==> src/rtl/vjtag_avmm_bridge_if.sv <==
// Bus bundle between the VJTAG host controller, the bridge and the Avalon-MM
// interconnect. The "slave" modport is the bridge's view: it receives host
// requests and masters the Avalon side. The "master" modport is the opposite
// view, used by whatever drives the host requests and models the Avalon slave.
interface vjtag_avmm_bridge_if #(
    parameter int AW = 8,
    parameter int DW = 8
) ();
    // Host controller side
    logic [AW-1:0] address;
    logic          wvalid;
    logic [DW-1:0] wdata;
    logic          wready;
    logic          rvalid;
    logic          rready;
    logic          rrvalid;
    logic [DW-1:0] rdata;
    // Avalon-MM side
    logic [AW-1:0] avm_address;
    logic          avm_write;
    logic [DW-1:0] avm_writedata;
    logic          avm_read;
    logic [DW-1:0] avm_readdata;
    logic          avm_waitrequest;
    logic          avm_readdatavalid;
    // Error status
    logic          clr_err;
    logic          timeout_err;

    modport slave (
        input  address, wvalid, wdata, rvalid,
        output wready, rready, rrvalid, rdata,
        output avm_address, avm_write, avm_writedata, avm_read,
        input  avm_readdata, avm_waitrequest, avm_readdatavalid,
        input  clr_err,
        output timeout_err
    );

    modport master (
        output address, wvalid, wdata, rvalid,
        input  wready, rready, rrvalid, rdata,
        input  avm_address, avm_write, avm_writedata, avm_read,
        output avm_readdata, avm_waitrequest, avm_readdatavalid,
        output clr_err,
        input  timeout_err
    );
endinterface

==> src/rtl/vjtag_avmm_bridge.sv <==
// Turns single host-controller bus requests into single Avalon-MM transfers,
// one outstanding at a time, with a timeout so a hung slave cannot stall the
// JTAG host: an aborted read still returns ERR_DATA.
module vjtag_avmm_bridge #(
    parameter int            AW       = 8,
    parameter int            DW       = 8,
    parameter int            TIMEOUT  = 255,
    parameter logic [DW-1:0] ERR_DATA = {DW{1'b1}}
) (
    input logic                clk,
    input logic                rst_n,
    vjtag_avmm_bridge_if.slave bus
);

    // Counter is at least one bit wide so TIMEOUT=0 (disabled) still elaborates.
    localparam int            CW     = (TIMEOUT > 0) ? $clog2(TIMEOUT + 1) : 1;
    localparam logic [CW-1:0] TO_VAL = CW'(TIMEOUT);
    localparam bit            TO_EN  = (TIMEOUT != 0);

    typedef enum logic [1:0] {
        IDLE      = 2'd0,
        WRITE     = 2'd1,
        READ_REQ  = 2'd2,
        READ_WAIT = 2'd3
    } state_t;

    state_t        state_q;
    logic [CW-1:0] cnt_q;
    logic [AW-1:0] avm_address_q;
    logic [DW-1:0] avm_writedata_q;
    logic          avm_write_q;
    logic          avm_read_q;
    logic          rrvalid_q;
    logic [DW-1:0] rdata_q;
    logic          timeout_err_q;
    logic          timeout_hit_d;

    // Acceptance is combinational in IDLE; a write always beats a read.
    assign bus.wready = (state_q == IDLE) & bus.wvalid;
    assign bus.rready = (state_q == IDLE) & bus.rvalid & ~bus.wvalid;

    assign bus.avm_address   = avm_address_q;
    assign bus.avm_writedata = avm_writedata_q;
    assign bus.avm_write     = avm_write_q;
    assign bus.avm_read      = avm_read_q;
    assign bus.rrvalid       = rrvalid_q;
    assign bus.rdata         = rdata_q;
    assign bus.timeout_err   = timeout_err_q;

    // Timeout fires in the cycle the per-state counter reaches TIMEOUT.
    always_comb begin
        timeout_hit_d = TO_EN && (cnt_q == TO_VAL);
    end

    // Transfer FSM; a normal completion takes priority over a coincident timeout.
    always_ff @(posedge clk) begin
        if (!rst_n) begin
            state_q         <= IDLE;
            cnt_q           <= '0;
            avm_address_q   <= '0;
            avm_writedata_q <= '0;
            avm_write_q     <= 1'b0;
            avm_read_q      <= 1'b0;
            rrvalid_q       <= 1'b0;
            rdata_q         <= '0;
            timeout_err_q   <= 1'b0;
        end else begin
            rrvalid_q <= 1'b0;
            // A timeout set later in this block overrides the clear.
            if (bus.clr_err) begin
                timeout_err_q <= 1'b0;
            end
            case (state_q)
                IDLE: begin
                    cnt_q <= '0;
                    if (bus.wvalid) begin
                        avm_address_q   <= bus.address;
                        avm_writedata_q <= bus.wdata;
                        avm_write_q     <= 1'b1;
                        state_q         <= WRITE;
                    end else if (bus.rvalid) begin
                        avm_address_q <= bus.address;
                        avm_read_q    <= 1'b1;
                        state_q       <= READ_REQ;
                    end
                end
                WRITE: begin
                    if (!bus.avm_waitrequest) begin
                        avm_write_q <= 1'b0;
                        cnt_q       <= '0;
                        state_q     <= IDLE;
                    end else if (timeout_hit_d) begin
                        avm_write_q   <= 1'b0;
                        cnt_q         <= '0;
                        timeout_err_q <= 1'b1;
                        state_q       <= IDLE;
                    end else begin
                        cnt_q <= cnt_q + CW'(1);
                    end
                end
                READ_REQ: begin
                    if (!bus.avm_waitrequest) begin
                        avm_read_q <= 1'b0;
                        cnt_q      <= '0;
                        if (bus.avm_readdatavalid) begin
                            rdata_q   <= bus.avm_readdata;
                            rrvalid_q <= 1'b1;
                            state_q   <= IDLE;
                        end else begin
                            state_q <= READ_WAIT;
                        end
                    end else if (timeout_hit_d) begin
                        avm_read_q    <= 1'b0;
                        cnt_q         <= '0;
                        rdata_q       <= ERR_DATA;
                        rrvalid_q     <= 1'b1;
                        timeout_err_q <= 1'b1;
                        state_q       <= IDLE;
                    end else begin
                        cnt_q <= cnt_q + CW'(1);
                    end
                end
                READ_WAIT: begin
                    if (bus.avm_readdatavalid) begin
                        rdata_q   <= bus.avm_readdata;
                        rrvalid_q <= 1'b1;
                        cnt_q     <= '0;
                        state_q   <= IDLE;
                    end else if (timeout_hit_d) begin
                        rdata_q       <= ERR_DATA;
                        rrvalid_q     <= 1'b1;
                        timeout_err_q <= 1'b1;
                        cnt_q         <= '0;
                        state_q       <= IDLE;
                    end else begin
                        cnt_q <= cnt_q + CW'(1);
                    end
                end
                default: begin
                    state_q <= IDLE;
                end
            endcase
        end
    end

endmodule

==> src/flat_wrapper.sv <==
// flat-port wrapper written by rule: the top's interface ports become plain ports
module vjtag_avmm_bridge_flat 
#(
    parameter int            AW       = 8,
    parameter int            DW       = 8,
    parameter int            TIMEOUT  = 255,
    parameter logic [DW-1:0] ERR_DATA = {DW{1'b1}}
)
  (clk, rst_n, bus_address, bus_wvalid, bus_wdata, bus_rvalid, bus_wready, bus_rready, bus_rrvalid, bus_rdata, bus_avm_address, bus_avm_write, bus_avm_writedata, bus_avm_read, bus_avm_readdata, bus_avm_waitrequest, bus_avm_readdatavalid, bus_clr_err, bus_timeout_err);
  vjtag_avmm_bridge_if #(.AW(AW), .DW(DW)) bus_i ();
  input logic clk;
  input logic rst_n;
  input wire logic [$bits(bus_i.address)-1:0] bus_address;
  input wire logic [$bits(bus_i.wvalid)-1:0] bus_wvalid;
  input wire logic [$bits(bus_i.wdata)-1:0] bus_wdata;
  input wire logic [$bits(bus_i.rvalid)-1:0] bus_rvalid;
  output wire logic [$bits(bus_i.wready)-1:0] bus_wready;
  output wire logic [$bits(bus_i.rready)-1:0] bus_rready;
  output wire logic [$bits(bus_i.rrvalid)-1:0] bus_rrvalid;
  output wire logic [$bits(bus_i.rdata)-1:0] bus_rdata;
  output wire logic [$bits(bus_i.avm_address)-1:0] bus_avm_address;
  output wire logic [$bits(bus_i.avm_write)-1:0] bus_avm_write;
  output wire logic [$bits(bus_i.avm_writedata)-1:0] bus_avm_writedata;
  output wire logic [$bits(bus_i.avm_read)-1:0] bus_avm_read;
  input wire logic [$bits(bus_i.avm_readdata)-1:0] bus_avm_readdata;
  input wire logic [$bits(bus_i.avm_waitrequest)-1:0] bus_avm_waitrequest;
  input wire logic [$bits(bus_i.avm_readdatavalid)-1:0] bus_avm_readdatavalid;
  input wire logic [$bits(bus_i.clr_err)-1:0] bus_clr_err;
  output wire logic [$bits(bus_i.timeout_err)-1:0] bus_timeout_err;
  assign bus_i.address = bus_address;
  assign bus_i.wvalid = bus_wvalid;
  assign bus_i.wdata = bus_wdata;
  assign bus_i.rvalid = bus_rvalid;
  assign bus_wready = bus_i.wready;
  assign bus_rready = bus_i.rready;
  assign bus_rrvalid = bus_i.rrvalid;
  assign bus_rdata = bus_i.rdata;
  assign bus_avm_address = bus_i.avm_address;
  assign bus_avm_write = bus_i.avm_write;
  assign bus_avm_writedata = bus_i.avm_writedata;
  assign bus_avm_read = bus_i.avm_read;
  assign bus_i.avm_readdata = bus_avm_readdata;
  assign bus_i.avm_waitrequest = bus_avm_waitrequest;
  assign bus_i.avm_readdatavalid = bus_avm_readdatavalid;
  assign bus_i.clr_err = bus_clr_err;
  assign bus_timeout_err = bus_i.timeout_err;
  vjtag_avmm_bridge #(.AW(AW), .DW(DW), .TIMEOUT(TIMEOUT), .ERR_DATA(ERR_DATA)) u_core (.clk(clk), .rst_n(rst_n), .bus(bus_i));
endmodule
==> config.mk <==
export PLATFORM = sky130hd
export DESIGN_NAME = vjtag_avmm_bridge_flat
export DESIGN_NICKNAME = d
export VERILOG_FILES = /design/src/rtl/vjtag_avmm_bridge_if.sv /design/src/rtl/vjtag_avmm_bridge.sv /design/src/flat_wrapper.sv
export SDC_FILE = /design/constraint.sdc
export NUM_CORES = 1
export LEC_CHECK = 0
export ABC_AREA = 1
export CORE_AREA = 2 2 80 63
export DETAILED_ROUTE_END_ITERATION = 8
export DIE_AREA = 0 0 82 65
export PLACE_DENSITY = 0.67
export SLEW_MARGIN = 20
export SYNTH_ARGS = -nofsm -noshare
export SYNTH_HDL_FRONTEND = slang
export SYNTH_SLANG_ARGS = --single-unit
==> constraint.sdc <==
create_clock -name clk -period 3 [get_ports clk]
set_input_delay 0.45 -clock clk [delete_from_list [all_inputs] [get_ports clk]]
set_output_delay 0.45 -clock clk [all_outputs]
set_load 0.005 [all_outputs]
==> results of run 1 <==
-- cell usage in the layout, fill, tap and decap left out, types with 2 or more instances in the layout --
master | synthesis | final
clkdlybuf4s50_1 | 0 | 60
inv_1 | 38 | 38
dfxtp_1 | 38 | 38
nand2_1 | 33 | 33
o21ai_0 | 28 | 28
nor2_1 | 27 | 27
a21oi_1 | 16 | 16
nand3b_1 | 9 | 9
nor3_1 | 5 | 5
ha_1 | 5 | 5
clkbuf_8 | 0 | 5
o21ai_2 | 4 | 4
nand2_2 | 3 | 3
nand3_1 | 3 | 3
inv_2 | 2 | 2
nand2_4 | 2 | 2
a31oi_1 | 2 | 2
nor3b_2 | 2 | 2
clkbuf_1 | 0 | 2
-- state kept, by name, summed over array words and instances (netlist names) --
| register | cells |
|---|---|
| u_core.bus.timeout_err | 1 |
| u_core.state_q | 2 |
| u_core.bus.avm_read | 1 |
| u_core.bus.rdata | 8 |
| u_core.bus.avm_writedata | 8 |
| u_core.bus.avm_write | 1 |
| u_core.bus.avm_address | 8 |
| u_core.bus.rrvalid | 1 |
| u_core.cnt_q | 8 |
-- stage by stage --
step | setup WS (ns) | util (%) | hold slack [ns] | instances | total power, uW
2_1_floorplan | 1.67 | - | 0.418 | 230 | 655
3_3_place_gp | 0.638 | 51.6 | 0.434 | 345 | 774
4_1_cts | 0.514 | 53.2 | 0.447 | 352 | 1100
6_report | 0.547 | 53.2 | 0.444 | 352 | 1080
3_5_place_dp | 0.600 | 51.6 | 0.436 | 345 | 776
5_1_grt | 0.381 | 53.2 | 0.469 | 352 | 1160
-- synth_stat cells (3+ instances only) --
cell	count
nor3_1	5
nand2_1	33
nand3_1	3
ha_1	5
inv_1	38
o21ai_0	28
nand3b_1	9
o21ai_2	4
buf_2	3
nand2_2	3
a21oi_1	16
dfxtp_1	38
nor2_1	27
-- tightest hold or removal path, stage by stage, from the launching register on --
cell     delay (ns)
dfxtp_1        0.31
inv_1          0.05
a21oi_1        0.05
-- worst paths after layout --
check | slack (ns) | end | cells past startpoint
max | 0.55 | bus_wready | 5
min | 0.44 | u_core.bus.avm_address[7] | 2
max reg2reg | 1.40 | u_core.bus.avm_read | 6
min reg2reg | 0.44 | u_core.bus.avm_address[7] | 2
-- cell type report --
class,count,area (um2),share of cell area [%]
inverters,41,159,6.46
well taps,60,75.1,3.05
clock buffers,7,76.3,3.10
multi-input cells,145,782,31.8
flip-flops and latches,38,761,30.9
repair buffers,61,608,24.7
-- routing by layer --
layer,vias to the layer above,share of wire (%),GRT usage [%]
met1,689,48,21.7
met2,57,42,23.8
met3,4,8.7,3.90
met5,-,0,0
li1,845,-,-
met4,0,1.5,7.50
-- power by group through the flow --
stage / registers [uW] / clock network (uW) / logic [uW]
after global routing: 556 / 362 / 238
after floorplan: 566 / 0 / 88.9
final: 553 / 320 / 211
after detailed placement: 564 / 0 / 212
after CTS: 553 / 339 / 213
after global placement: 563 / 0 / 211
-- cells by family after synthesis --
family	Yosys count	synth area share, %
simple gates	88	25.0
fa+ha+maj	5	3.60
xor+xnor	1	0.504
buf+inv	47	11.2
flops	38	43.8
compound gates	51	15.9
==> summary.md, run 1 <==
| Metric | Value |
|---|---|
| Slew @ Worst Pin | `0.590 ns` |
| Max-cap viol count | `0` |
| GRT Residual Overflow | `0` |
| Routed wire length per instance | `11.2 um` |
| Skew final | `0.00289 ns` |
| Die Y | `65 um` |
| Top cell type's share of synthesized area | `43.8%` |
| Clk sinks | `38` |
| Dpl hpwl | `2.96 mm` |
| Period utilisation layout | `81.8%` |
| Core area | `4620 um2` |
| Post-Synthesis Net Count | `266` |
| Slowest stage cell, crit path | `clkdlybuf4s50_1` |
| Sw frac | `24.8%` |
| Seq pwr share | `51.1%` |
| Design Area, Final | `2460 um2` |
| Setup crit start | `u_core.state_q[0]` |
| F_max | `0.408 GHz` |
| Most used DFF post-synth | `dfxtp_1` |
| CTS tree | `done` |
| Initial antenna violation count | `0` |
| Number of H-tree levels | `2` |
| Ranking of synthesized cells by area | `dfxtp_1 (44%), inv_1 (8.2%), o21ai_0 (8.1%), nand2_1 (7.1%), nor2_1 (5.8%)` |
| Internal power | `815 uW` |
| CTS clock-pin slew for the worst setup and hold paths | `0.07 ns` |
| First-pass GRT wire length | `6.49 mm` |
| Final Wtd Congestion | `0.857` |
| Setup crit end kind | `output port` |
| Net switching power | `268 uW` |
| DR iter-0 viols | `58` |
| Layout area overhead | `41.7%` |
| Comb power frac | `19.4%` |
| VDD IR-drop max | `0.000270 V` |
| DR vias | `1595` |
| Synth area leader | `dfxtp_1` |
| Initial cell density of the core | `37.6%` |
| Syn_area_per_cell | `7.55 um2` |
| FILL cells | `453` |
| Status | `finished, final reports clean` |
| Vias in the first global route | `1485` |
| Yosys synthesis warning count | `0` |
| Seq cells post-synth | `38` |
| DP Area | `2380 um2` |
| Power Dens Cells | `440 nW/um2` |
| Worst R2R Start | `u_core.state_q[0]` |
| Cell area after synthesis | `1740 um2` |
| Largest net degree at the start of global routing | `18` |
| Root buffer cell | `clkbuf_8` |
| Crit path time final | `2.45 ns` |
| Share of cells above drive strength 1 | `8.22%` |
| Synthesized instance count | `230` |
| CP max stage delay | `0.53 ns` |
| Gr usage total | `16.0%` |
| Crit-path leading delay family | `buffers and inverters` |
| HP Start | `u_core.bus.avm_address[7]` |
| Post-DRT Antenna Nets | `0` |
| Drt pass-1 iters | `4` |
| CTS Buf Count | `5` |
| Register area share after synthesis | `43.8%` |
| Clk pwr share | `29.5%` |
| Final Max Tran Viols | `0` |
| Critical path class | `reg2out` |
| Count of unique library cells instantiated by Yosys | `27` |
| Final net count | `328` |
| N_diodes | `0` |
| Setup violations, final | `0` |
| EDFF count, synth | `0` |
| Unrepaired setup endpoints after global routing | `no` |
| Via density | `4.53` |
| Post-CTS Resized | `0` |
| DR DRC count | `0` |
| Max_slew headroom | `60.7%` |
| Final TNS setup | `0 ns` |
| Arrival @ worst endpoint | `2.00 ns` |
| Hold_buf cts | `0` |
| CTS max path bufs | `2` |
| Clk_lat worst skew | `0.28 ns` |
| Final hold vios | `0` |
| Die footprint | `5330 um2` |
| Ys async rst share | `0%` |
| Row cnt | `22` |
| I/O Pins | `61` |
| Buf/Inv on CP | `3` |
| Critical Path Source Type | `register` |
| Die width | `82 um` |
| Static Leak | `0.00111 uW` |
| Port bufs | `60` |
| Crit-path max FO | `11` |
| Total Routed Length | `3.93 mm` |
| Hold Path Class | `reg2reg` |
| Post-CTS Setup Inserts | `0` |
| Req. time, crit path | `2.55 ns` |
| Cell-by-cell trace of the critical path | `inv_1 -> ha_1 -> nand2_1 -> inv_2 -> clkdlybuf4s50_1` |
Note: power is estimated with default switching activity, not from simulation.
==> inputs of run 2 (changes only) <==
==> constraint.sdc (replaced) <==
create_clock -name clk -period 2.4 [get_ports clk]
set_input_delay 0.36 -clock clk [delete_from_list [all_inputs] [get_ports clk]]
set_output_delay 0.36 -clock clk [all_outputs]
set_load 0.005 [all_outputs]
==> summary.md, run 2 (synthesis results as in run 1) <==
| Metric | Value |
|---|---|
| Static Leak | `0.00114 uW (+2.6%)` |
| First-pass GRT wire length | `6.96 mm (+7.2%)` |
| Req. time, crit path | `2.04 ns (-0.51 ns)` |
| CTS Buf Count | `5 (unchanged)` |
| Row cnt | `22 (unchanged)` |
| Clk sinks | `38 (unchanged)` |
| Post-CTS Resized | `0 (unchanged)` |
| Most used cells in the layout excluding fill and tap cells | `clkdlybuf4s50_1 (60), inv_1 (38), dfxtp_1 (38), nand2_1 (33), o21ai_0 (28)` |
| Unrepaired setup endpoints after global routing | `no` |
| Dpl ws | `0.388 ns (-0.211 ns)` |
| Status | `finished, final reports clean` |
| Crit path time final | `2.22 ns` |
| Layout area overhead | `44.5%` |
| Setup crit end kind | `output port` |
| Core area | `4620 um2 (unchanged)` |
| Arrival @ worst endpoint | `1.86 ns (-0.14 ns)` |
| DR vias | `1623 (+1.8%)` |
| Die Y | `65 um (unchanged)` |
| Total Routed Length | `3.97 mm (+1.0%)` |
| Initial cell density of the core | `37.6% (unchanged)` |
| Max_slew headroom | `59.7% (-1.0 points)` |
| Setup ws final | `0.180 ns (-0.367 ns)` |
| Crit-path max FO | `6 (-5)` |
| Buf/Inv on CP | `2 (-1)` |
| Commonest non-fill, non-tap cell in the layout | `clkdlybuf4s50_1` |
| Critical path class | `reg2out` |
| Final Max Tran Viols | `0 (unchanged)` |
| Gr usage total | `16.9% (+0.84 points)` |
| Layout Utilization | `54.3% (+1.1 points)` |
| Cell-by-cell trace of the critical path | `inv_1 -> ha_1 -> nand2_1 -> nor2_1 -> clkdlybuf4s50_1` |
| Number of H-tree levels | `2 (unchanged)` |
| Root buffer cell | `clkbuf_8` |
| Crit-path leading delay family | `buffers and inverters` |
| DP Cell Count | `347 (+0.58%)` |
| Via density | `4.57 (+0.90%)` |
| Hold Path Class | `reg2reg` |
| Final net count | `330 (+0.61%)` |
| CTS max path bufs | `2 (unchanged)` |
| Largest net degree at the start of global routing | `29 (+11)` |
| GRT Residual Overflow | `0 (unchanged)` |
| I/O Pins | `61 (unchanged)` |
| Hold_buf cts | `0 (unchanged)` |
| Die footprint | `5330 um2 (unchanged)` |
| Post-CTS Setup Inserts | `0 (unchanged)` |
| Initial antenna violation count | `0 (unchanged)` |
| Share of cells above drive strength 1 | `9.83% (+1.6 points)` |
| Drt pass-1 iters | `4 (unchanged)` |
| CTS clock-pin slew for the worst setup and hold paths | `0.07 ns (about the same)` |
| Routed wire length per instance | `11.2 um (+0.16%)` |
| Power Dens Cells | `584 nW/um2 (+33%)` |
| Port bufs | `60 (unchanged)` |
| Die width | `82 um (unchanged)` |
| CTS tree | `done` |
| Final hold vios | `0 (unchanged)` |
| FILL cells | `462 (+2.0%)` |
| DR DRC count | `0 (unchanged)` |
| Final Wtd Congestion | `0.820 (-4.2%)` |
| VDD IR-drop max | `0.000297 V (+10%)` |
| N_diodes | `0 (unchanged)` |
| Slew @ Worst Pin | `0.605 ns (+0.0150 ns)` |
| Dpl hpwl | `2.93 mm (-0.95%)` |
| Post-DRT Antenna Nets | `0 (unchanged)` |
| F_max | `0.450 GHz` |
| Critical Path Source Type | `register` |
| Slowest stage cell, crit path | `clkdlybuf4s50_1` |
| Final TNS setup | `0 ns (unchanged)` |
| Skew final | `0.00359 ns (+0.000697 ns)` |
| Clk_lat worst skew | `0.29 ns (about the same)` |
| Vias in the first global route | `1603 (+7.9%)` |
| Fin cells | `355 (+0.85%)` |
| CP max stage delay | `0.53 ns (about the same)` |
| Max-cap viol count | `0 (unchanged)` |
| Setup violations, final | `0 (unchanged)` |
| Period utilisation layout | `92.5%` |
| DR iter-0 viols | `36 (-38%)` |
-- run 2: changes by cell type in the layout (fill, tap and decap cells not counted) --
cell / change
clkbuf_8: +3
clkbuf_1: -2
buf_4: +2
-- run 2: metrics by stage --
| step | hold WS, ns | power [uW] | cell area (um2) |
|---|---|---|---|
| floorplan | 0.418 | 818 | 1740 |
| global placement | 0.430 | 971 | 2400 |
| detailed placement | 0.439 | 976 | 2400 |
| CTS | 0.449 | 1490 | 2510 |
| global route | 0.478 | 1550 | 2510 |
| finish | 0.446 | 1460 | 2510 |
-- run 2: layer usage --
layer	GRT usage, %	vias to the layer above	part of all wire (%)
li1	-	852	-
met1	22.1	708	49
met4	6.25	0	1.1
met5	0	-	0
met3	4.18	6	8.0
met2	26.6	57	42
-- run 2: where the power goes --
part           total, uW  internal (uW)  switching, uW  leakage (uW)
registers            691            670           20.6      0.000311
logic                269            153            116      0.000766
clock network        505            290            215     0.0000575
-- run 2: path summary, 6_finish.rpt --
path	from	end	slack (ns)	cells after the start
setup reg to reg	u_core.state_q[0]	u_core.bus.rdata[4]	0.80	9
hold / removal	u_core.bus.avm_address[0]	u_core.bus.avm_address[0]	0.45	2
setup / recovery	u_core.state_q[0]	bus_rready	0.18	5
hold reg to reg	u_core.bus.avm_address[0]	u_core.bus.avm_address[0]	0.45	2
-- run 2: worst reg2reg max path, cell delays in order, from the launching register on --
cell	delay [ns]
dfxtp_1	0.35
inv_1	0.11
ha_1	0.27
inv_2	0.07
o21ai_2	0.12
nand2_2	0.20
o21ai_0	0.23
inv_1	0.06
nand2_1	0.06
inv_1	0.03
-- run 2: cell type report --
type                       instances  area [um2]  area share, %
sequential                        38         761           30.3
multi-input combinational        145         782           31.2
tap                               60        75.1           2.99
inverter                          41         159           6.33
timing repair buffer              63         623           24.8
clock buffer                       8         110           4.39
